--- src/rtl/filter_mode_ctrl_if.sv ---
// filter_mode_ctrl_if: VGA timing in, pixel position out.
//   master : drives iVGA_HS / iVGA_VS / iVGA_BLANK_N, observes position
//   slave  : filter_mode_ctrl side, samples timing, drives
//            pix_x / pix_y / pix_valid / frame_start
interface filter_mode_ctrl_if #(
    parameter int XW = 10,
    parameter int YW = 9
);
    logic          iVGA_HS;
    logic          iVGA_VS;
    logic          iVGA_BLANK_N;
    logic [XW-1:0] pix_x;
    logic [YW-1:0] pix_y;
    logic          pix_valid;
    logic          frame_start;

    modport master (
        output iVGA_HS, iVGA_VS, iVGA_BLANK_N,
        input  pix_x, pix_y, pix_valid, frame_start
    );

    modport slave (
        input  iVGA_HS, iVGA_VS, iVGA_BLANK_N,
        output pix_x, pix_y, pix_valid, frame_start
    );
endinterface

--- src/rtl/filter_mode_ctrl.sv ---
// filter_mode_ctrl: channel-enable control for the VGA pixel-delta filter.
// Key requests build a pending mask; the mask is committed to ch_en only on
// the VS falling edge so a mode change never tears a frame. Also tracks
// pixel position and checks frame geometry.
//
// Ports:
//   VGA_CLK, reset_n      pixel clock, async active-low reset
//   vga (slave)           VGA sync/blank in; pix_x/pix_y/pix_valid/frame_start out
//   KEY[1:0]              active-low buttons: [0] next mode, [1] load SW
//   SW[2:0]               channel mask source {B,G,R}
//   ch_en, pend_en        committed / pending channel mask
//   line_err, frame_err   sticky geometry errors
//   LEDR[9:0]             {active, frame cnt[0], frame_err, line_err, pend_en, ch_en}
//
// Build option: define FILTER_CTRL_DEBOUNCE_EN to debounce each key for
// DEBOUNCE_CYC stable cycles before press detection.
module filter_mode_ctrl #(
    parameter int WIDTH        = 640,
    parameter int HEIGHT       = 480,
    parameter int XW           = $clog2(WIDTH + 1),
    parameter int YW           = $clog2(HEIGHT + 1),
    parameter int DEBOUNCE_CYC = 250000
) (
    input  logic              VGA_CLK,
    input  logic              reset_n,
    filter_mode_ctrl_if.slave vga,
    input  logic [1:0]        KEY,
    input  logic [2:0]        SW,
    output logic [2:0]        ch_en,
    output logic [2:0]        pend_en,
    output logic              line_err,
    output logic              frame_err,
    output logic [9:0]        LEDR
);
    typedef enum logic [1:0] {WAIT_VS, VSYNC, VBLANK, ACTIVE} state_t;

    localparam logic [XW-1:0] X_FULL = XW'(WIDTH);
    localparam logic [YW-1:0] Y_FULL = YW'(HEIGHT);

    state_t        state, stateNext;
    logic [1:0]    keyMeta, keySync, keyLvl, keyPrev, press;
    logic [2:0]    swMeta, swSync;
    logic          vsR, vsFall;
    logic          countEn, checkEn, isActive;
    logic [XW-1:0] x, pixX;
    logic [YW-1:0] y, pixY;
    logic          pixValid, frameStart;
    logic [7:0]    frameCnt;

    // Two-flop synchronisers for the asynchronous board inputs.
    always_ff @(posedge VGA_CLK or negedge reset_n) begin
        if (!reset_n) begin
            keyMeta <= '0;
            keySync <= '0;
            swMeta  <= '0;
            swSync  <= '0;
        end else begin
            keyMeta <= KEY;
            keySync <= keyMeta;
            swMeta  <= SW;
            swSync  <= swMeta;
        end
    end

`ifdef FILTER_CTRL_DEBOUNCE_EN
    localparam int DCW = $clog2(DEBOUNCE_CYC + 1);

    // One stability counter per key; the level only moves after the new
    // synchronised value has held for DEBOUNCE_CYC consecutive cycles.
    for (genvar k = 0; k < 2; k++) begin : g_deb
        logic           lvl;
        logic [DCW-1:0] cnt;

        always_ff @(posedge VGA_CLK or negedge reset_n) begin
            if (!reset_n) begin
                lvl <= 1'b0;
                cnt <= '0;
            end else if (keySync[k] == lvl) begin
                cnt <= '0;
            end else if (cnt == DCW'(DEBOUNCE_CYC - 1)) begin
                lvl <= keySync[k];
                cnt <= '0;
            end else begin
                cnt <= cnt + 1'b1;
            end
        end

        assign keyLvl[k] = lvl;
    end
`else
    assign keyLvl = keySync;
`endif

    // Registers reset to 0, so the first release after reset is a rising
    // edge and never counts as a press.
    assign press  = keyPrev & ~keyLvl;
    assign vsFall = vsR & ~vga.iVGA_VS;

    // FSM: state register
    always_ff @(posedge VGA_CLK or negedge reset_n) begin
        if (!reset_n) state <= WAIT_VS;
        else          state <= stateNext;
    end

    // FSM: next state
    always_comb begin
        stateNext = state;
        if (vsFall) begin
            stateNext = VSYNC;
        end else begin
            case (state)
                VSYNC:   if (vga.iVGA_VS)      stateNext = VBLANK;
                VBLANK:  if (vga.iVGA_BLANK_N) stateNext = ACTIVE;
                default: stateNext = state;
            endcase
        end
    end

    // FSM: outputs
    always_comb begin
        countEn  = (state == VBLANK) || (state == ACTIVE);
        checkEn  = (state != WAIT_VS);
        isActive = (state == ACTIVE);
    end

    always_ff @(posedge VGA_CLK or negedge reset_n) begin
        if (!reset_n) begin
            keyPrev    <= '0;
            vsR        <= 1'b0;
            pend_en    <= '0;
            ch_en      <= '0;
            x          <= '0;
            y          <= '0;
            pixX       <= '0;
            pixY       <= '0;
            pixValid   <= 1'b0;
            frameStart <= 1'b0;
            line_err   <= 1'b0;
            frame_err  <= 1'b0;
            frameCnt   <= '0;
        end else begin
            keyPrev <= keyLvl;
            vsR     <= vga.iVGA_VS;

            // Load wins over increment when both land together.
            if (press[1])      pend_en <= swSync;
            else if (press[0]) pend_en <= pend_en + 3'd1;

            // Commit takes the pre-press value; a same-cycle press waits a frame.
            if (vsFall) ch_en <= pend_en;

            pixX       <= x;
            pixY       <= y;
            pixValid   <= vga.iVGA_BLANK_N;
            frameStart <= vga.iVGA_BLANK_N & ~pixValid & (y == '0) & checkEn;

            if (vsFall) begin
                x <= '0;
                y <= '0;
                if (checkEn) begin
                    frameCnt <= frameCnt + 8'd1;
                    // VSYNC/VBLANK here means no active lines at all.
                    if (!isActive || (y != Y_FULL)) frame_err <= 1'b1;
                end
            end else if (countEn) begin
                if (vga.iVGA_BLANK_N) begin
                    // Overlong line: flag and pin x at WIDTH.
                    if (x == X_FULL) line_err <= 1'b1;
                    else             x <= x + 1'b1;
                end else if (pixValid) begin
                    // End of an active line: x already holds its pixel count.
                    if (x != X_FULL) line_err <= 1'b1;
                    x <= '0;
                    if (y != '1) y <= y + 1'b1;
                end
            end
        end
    end

    assign vga.pix_x       = pixX;
    assign vga.pix_y       = pixY;
    assign vga.pix_valid   = pixValid;
    assign vga.frame_start = frameStart;

    assign LEDR = {isActive, frameCnt[0], frame_err, line_err, pend_en, ch_en};
endmodule

--- src/flat_wrapper.sv ---
// flat-port wrapper written by rule: the top's interface ports become plain ports
module filter_mode_ctrl_flat 
#(
    parameter int WIDTH        = 640,
    parameter int HEIGHT       = 480,
    parameter int XW           = $clog2(WIDTH + 1),
    parameter int YW           = $clog2(HEIGHT + 1),
    parameter int DEBOUNCE_CYC = 250000
)
  (VGA_CLK, reset_n, KEY, SW, ch_en, pend_en, line_err, frame_err, LEDR, vga_iVGA_HS, vga_iVGA_VS, vga_iVGA_BLANK_N, vga_pix_x, vga_pix_y, vga_pix_valid, vga_frame_start);
  filter_mode_ctrl_if #(.XW(XW), .YW(YW)) vga_i ();
  input  logic VGA_CLK;
  input  logic reset_n;
  input  logic [1:0] KEY;
  input  logic [2:0] SW;
  output logic [2:0] ch_en;
  output logic [2:0] pend_en;
  output logic line_err;
  output logic frame_err;
  output logic [9:0] LEDR;
  input wire logic [$bits(vga_i.iVGA_HS)-1:0] vga_iVGA_HS;
  input wire logic [$bits(vga_i.iVGA_VS)-1:0] vga_iVGA_VS;
  input wire logic [$bits(vga_i.iVGA_BLANK_N)-1:0] vga_iVGA_BLANK_N;
  output wire logic [$bits(vga_i.pix_x)-1:0] vga_pix_x;
  output wire logic [$bits(vga_i.pix_y)-1:0] vga_pix_y;
  output wire logic [$bits(vga_i.pix_valid)-1:0] vga_pix_valid;
  output wire logic [$bits(vga_i.frame_start)-1:0] vga_frame_start;
  assign vga_i.iVGA_HS = vga_iVGA_HS;
  assign vga_i.iVGA_VS = vga_iVGA_VS;
  assign vga_i.iVGA_BLANK_N = vga_iVGA_BLANK_N;
  assign vga_pix_x = vga_i.pix_x;
  assign vga_pix_y = vga_i.pix_y;
  assign vga_pix_valid = vga_i.pix_valid;
  assign vga_frame_start = vga_i.frame_start;
  filter_mode_ctrl #(.WIDTH(WIDTH), .HEIGHT(HEIGHT), .XW(XW), .YW(YW), .DEBOUNCE_CYC(DEBOUNCE_CYC)) u_core (.VGA_CLK(VGA_CLK), .reset_n(reset_n), .vga(vga_i), .KEY(KEY), .SW(SW), .ch_en(ch_en), .pend_en(pend_en), .line_err(line_err), .frame_err(frame_err), .LEDR(LEDR));
endmodule
--- config.mk ---
export PLATFORM = sky130hd
export DESIGN_NAME = filter_mode_ctrl_flat
export DESIGN_NICKNAME = d
export VERILOG_FILES = /design/src/rtl/filter_mode_ctrl_if.sv /design/src/rtl/filter_mode_ctrl.sv /design/src/flat_wrapper.sv
export SDC_FILE = /design/constraint.sdc
export NUM_CORES = 1
export LEC_CHECK = 0
export ABC_AREA = 1
export BUFFER_PORTS_ARGS = -buffer_cell sky130_fd_sc_hd__buf_2
export CAP_MARGIN = 30
export CORE_ASPECT_RATIO = 0.9
export CORE_UTILIZATION = 35
export DETAILED_ROUTE_END_ITERATION = 10
export GPL_ROUTABILITY_DRIVEN = 0
export GPL_TIMING_DRIVEN = 0
export PLACE_DENSITY = 0.62
export SYNTH_ARGS = -nofsm -noshare
export SYNTH_HDL_FRONTEND = slang
export SYNTH_SLANG_ARGS = --single-unit
--- constraint.sdc ---
create_clock -name VGA_CLK -period 1.7 [get_ports VGA_CLK]
set_input_delay 0 -clock VGA_CLK [delete_from_list [all_inputs] [get_ports VGA_CLK]]
set_output_delay 0 -clock VGA_CLK [all_outputs]
set_load 0.01 [all_outputs]
After elaboration in Yosys (flattened, before gate mapping):

Cells that the tools add are included.

* $add $sub $neg: 4
* equal/unequal tests: 12
* reductions and logical operators: 19
* multiplexer cells: 20
* bitwise logic cells: 9

Operators with widths (count)
* 2-to-1 mux 10 bit: 5
* 2-to-1 mux 9 bit: 5
* != test 9 bit (second input constant): 2
* nonzero test 2 bit: 7
* adder 10 x 1 -> 10 bit (second input constant): 1
* == test 10 bit (second input constant): 1
* != test 10 bit (second input constant): 1
* adder 9 x 1 -> 9 bit (second input constant): 1
* zero test 9 bit: 1
* != test 3 x 2 -> 1 bit (second input constant): 3
* AND reduction 3 bit: 3
* adder 8 x 1 -> 8 bit (second input constant): 1
* 2-to-1 mux 2 bit: 3
* 2-to-1 mux 3 bit: 2
* nonzero test 3 bit: 2
* AND reduction 5 bit: 1
* bitwise AND 1 bit: 4
* == test 2 bit (second input constant): 2
* 2-to-1 mux 1 bit: 4
* != test 2 x 1 -> 1 bit (second input constant): 2
* case mux 2 bit (2 select lines): 1
* AND reduction 4 bit: 1
* adder 3 x 1 -> 3 bit (second input constant): 1
* NOT 1 bit: 3
* other kinds (6): 7

* register bits: 71
* word-level logic and storage cells: 82
* output and inout port bits: 39
* bits of input ports: 10

Logic depth before layout (Yosys ltp):

* depth in word-level cells: 6
* gate-level depth with buffers: 11
* depth with buffers taken out: 11

Worst setup path after synthesis:

No wires, ideal clock.

* path kind: register -> register
* from: register u_core.y[0]
* to: register u_core.y[6]
* data required time: 1.577 ns
* setup slack: 0.062 ns
* path buffers: 0
* clock period less this slack: 1.638 ns
* stages on the path, launching flop included: 11
* setup time: 0.123 ns
* data arrival time: 1.515 ns
* cells stage by stage: dfrtp_1 > ha_1 > nand2_1 > nor4_1 > ha_1 > nor2_2 > nand2_4 > nor2_2 > nand2_1 > o21ai_1 > a21oi_1

* longest elaborated chain between the ends: 6
* elaborated cells between the ends (all ways): 9
* those cells by class: 1 x add/sub; 1 x eq/ne; 5 x mux; 2 x reduce/logical

Ends and longest elaborated chain
* from (decl): RTL line filter_mode_ctrl.sv:46 `logic [YW-1:0] y, pixY;`
* from (signal assigned): RTL line filter_mode_ctrl.sv:174 `if (y != '1) y <= y + 1'b1;`
* adder 9 x 1 -> 9 bit: RTL line filter_mode_ctrl.sv:174
* 2-to-1 mux 9 bit: RTL line filter_mode_ctrl.sv:174
* 2-to-1 mux 9 bit: RTL line filter_mode_ctrl.sv:170 `end else if (pixValid) begin`
* 2-to-1 mux 9 bit: RTL line filter_mode_ctrl.sv:166 `if (vga.iVGA_BLANK_N) begin`
* 2-to-1 mux 9 bit: RTL line filter_mode_ctrl.sv:165 `end else if (countEn) begin`
* 2-to-1 mux 9 bit: RTL line filter_mode_ctrl.sv:157 `if (vsFall) begin`

Parallel ways exist; a longest one is shown, timed or not. The select of a mux whose other input is x is not followed.
A chain may end at the register's enable or synchronous reset.

Final worst setup path:

* from: register u_core.y[1]
* to: register u_core.y[5]

The elaborated chain is that of the path after synthesis.

==> results.md <==
* Vias per inst at 4.56
* WS Path Type: register to register
* Final ANT Viol Nets at 0
* Chip width at 96.7 µm
* FF-to-FF setup slack at 50 ps
* Largest net degree at the start of global routing at 65
* Initial Util at 36.7%
* Fin. Hold Viols at 0
* Routed wl met3 at 238 µm
* Most frequent cells in the layout: dfrtp_1, nand2_1, buf_2
* Post-Synthesis Cells at 288
* Tmin final at 1650 ps
* Status: completed
* Worst Max-Slew Pin Slew at 786 ps
* Vias in the first global route at 1962
* Num rows at 30
* Dpl cells at 431
* Flops & latches, synth at 64
* Wl on met1 at 2.69 mm
* CTS sink cnt at 64
* DR iter-0 viols at 107
* Met2 wire length at 2.34 mm
* CP Launch Type: register
* GRT Util Overall at 14.2%
* PwrDens at 1290 mW/mm²
* Via count at 2108
* Setup Skew at 5.51 ps
* Final core utilization at 46.8%
* First-pass GRT wire length at 9.26 mm
* Setup WS post-layout at 50.7 ps
* Critical Path Max Stage Delay at 400 ps
* Distinct cell type count after synthesis at 36
* Die height at 87.2 µm
* DR top layer: met4
* CP endpoint kind: register
* Maximum clock insertion buffer count at 2
* Worst EP arrival at 1910 ps
* Worst IR drop on VDD at 0.000706 V
* Critical path data required time at 1960 ps
* Number of diodes at 0
* Final period utilization at 97.0%
* Final #Nets at 382
* Fmax at 606 MHz
* Die area at 0.00843 mm²
* PortBufs at 47
* Worst slew margin at 47.6%
* Tot Pwr at 4640 µW
* Crit Path Max Fanout at 5
* R2R cell count at 9
* Worst min-delay path class: primary input to async pin
* Root Driver: clkbuf_8
* Maxcap violations at 0
* Syn nets at 308
* Syn_area_per_cell at 9.81 µm²
* First drt pass iteration count at 4
* Place WS at -134 ps
* H-tree levels at 3
* DRC Markers at 0
* Layout area overhead at 27.5%
* I/O pin count at 49
* Overflow after GRT at 0
* WL per Instance at 11.6 µm
* Setup violations, final at 0
* Initial antenna violation count at 0
* Slew Limit Fails at 0
* CTS tree: yes
* Max stage delay cell, worst path: dfrtp_1
* Pleak at 0.00187 µW
* Total CTS buffers at 9
* Core Area at 0.00769 mm²
* Clk Latency, worst-skew pair at 340 ps
* Crit-path cells: ha_2 > nand2_4 > nor4_4 > ha_2 > nor2_4 > nand2_4 > nor3_4 > nand3_1 > a21oi_1
* Post-Syn Area at 0.00282 mm²
* Fill count at 753
* Cell Count, Final, Fillers Out at 462
* HPWL Detailed at 3.71 mm
* RSZ-0062 raised after global routing: yes
* Synth Warn # at 0
* Leading cell type in the layout, fill and taps excluded: dfrtp_1
* Layout cells sized above 1 at 31.7%
* Final wirelength at 5.36 mm
* Worst-path clk slew at 70 ps
* Post-synthesis sequential area ratio at 56.7%
[per-layer routing]
| metal | GRT usage (%) | vias to the layer above |
|---|---|---|
| li1 | - | 1072 |
| met1 | 18.6 | 980 |
| met2 | 21.1 | 46 |
| met3 | 4.65 | 10 |
| met4 | 7.33 | 0 |
| met5 | 0 | - |
[cell type report]
type                            count  area, µm²  area share [%]
Buffer                             14        120            3.34
Clock buffer                       10        138            3.82
Clock inverter                      5       81.3            2.26
Inverter                           33        125            3.48
Multi-Input combinational cell    177       1030            28.7
Sequential cell                    64       1610            44.6
Tap cell                           96        120            3.34
Timing Repair Buffer               63        378            10.5
[state kept, by name, indices dropped and copies added (netlist names)]
signal and cells:
u_core.keyPrev 2, u_core.vsR 1, u_core.ch_en 3, u_core.y 9, u_core.keyMeta 2, u_core.vga.pix_valid 1
u_core.swSync 3, u_core.vga.pix_y 9, u_core.x 10, u_core.vga.pix_x 10, u_core.state 2, u_core.line_err 1
u_core.swMeta 3, u_core.vga.frame_start 1, u_core.keyLvl 2, u_core.pend_en 3, u_core.frameCnt 1, u_core.frame_err 1
[per-stage QoR]
stage	TNS [ps]	hold WS [ps]	area [µm²]
after floorplan	0	-296	2820
after global placement	-268	112	3180
after detailed placement	-373	113	3180
after CTS	0	275	3540
after global routing	-466	279	3600
final	0	262	3600
[kinds of logic after synthesis]
kind of cell,share of synthesized area (%)
flops,56.7
compound gates,6.56
fa+ha+maj,4.43
buf+inv,8.68
simple gates,22.1
xor+xnor,1.55
[power by group]
group	internal [µW]	switching (µW)	leakage, µW
sequential	1750	155	0.000821
clock	856	571	0.000108
combinational	566	748	0.000942
total	3170	1470	0.00187
[worst paths after layout]
| check | from | endpoint |
|---|---|---|
| setup / recovery | u_core.y[1]$_DFFE_PN0P_ | u_core.y[5]$_DFFE_PN0P_ |
| hold / removal | reset_n | u_core.vsR$_DFF_PN0_ |
| setup reg to reg | u_core.y[1]$_DFFE_PN0P_ | u_core.y[5]$_DFFE_PN0P_ |
| hold reg to reg | u_core.swMeta[2]$_DFF_PN0_ | u_core.swSync[2]$_DFF_PN0_ |
| max in group asynchronous | reset_n | u_core.x[0]$_DFFE_PN0P_ |
| min in group VGA_CLK | SW[2] | u_core.swMeta[2]$_DFF_PN0_ |
[timing repair]
action,CTS,global route
buffers inserted,4,4
hold buffers,8,0
hold endpoints to repair,71,0
pin swaps,5,7
endpoints found under the setup margin,6,12
cloned,0,0
gates resized for setup,7,9
[cell usage after synthesis, drive strengths merged]
library cell,n,area (µm²)
nor4,2,12.5
inv,31,116
o31ai,1,7.51
nand2,67,282
nor3,4,31.3
o22ai,2,12.5
buf,13,106
nand4,11,75.1
o21bai,1,7.51
a211oi,1,7.51
ha,10,125
a21oi,10,50.1
clkinv,2,8.75
o41ai,1,8.76
a31oi,1,6.26
nor2,27,119
dfrtp,64,1600
nand3,16,97.6
o21ai,17,85.1
or2,1,6.26
xnor2,1,8.76
clkbuf,1,13.8
xor2,4,35.0
[worst max-delay path: cells and delay by family (launching register included)]
family | cells | cell delay [ps]
simple gates | 6 | 590
compound gates | 1 | 160
fa+ha+maj | 2 | 420
flops | 1 | 400
No activity file was read; power rests on OpenSTA's default activity.
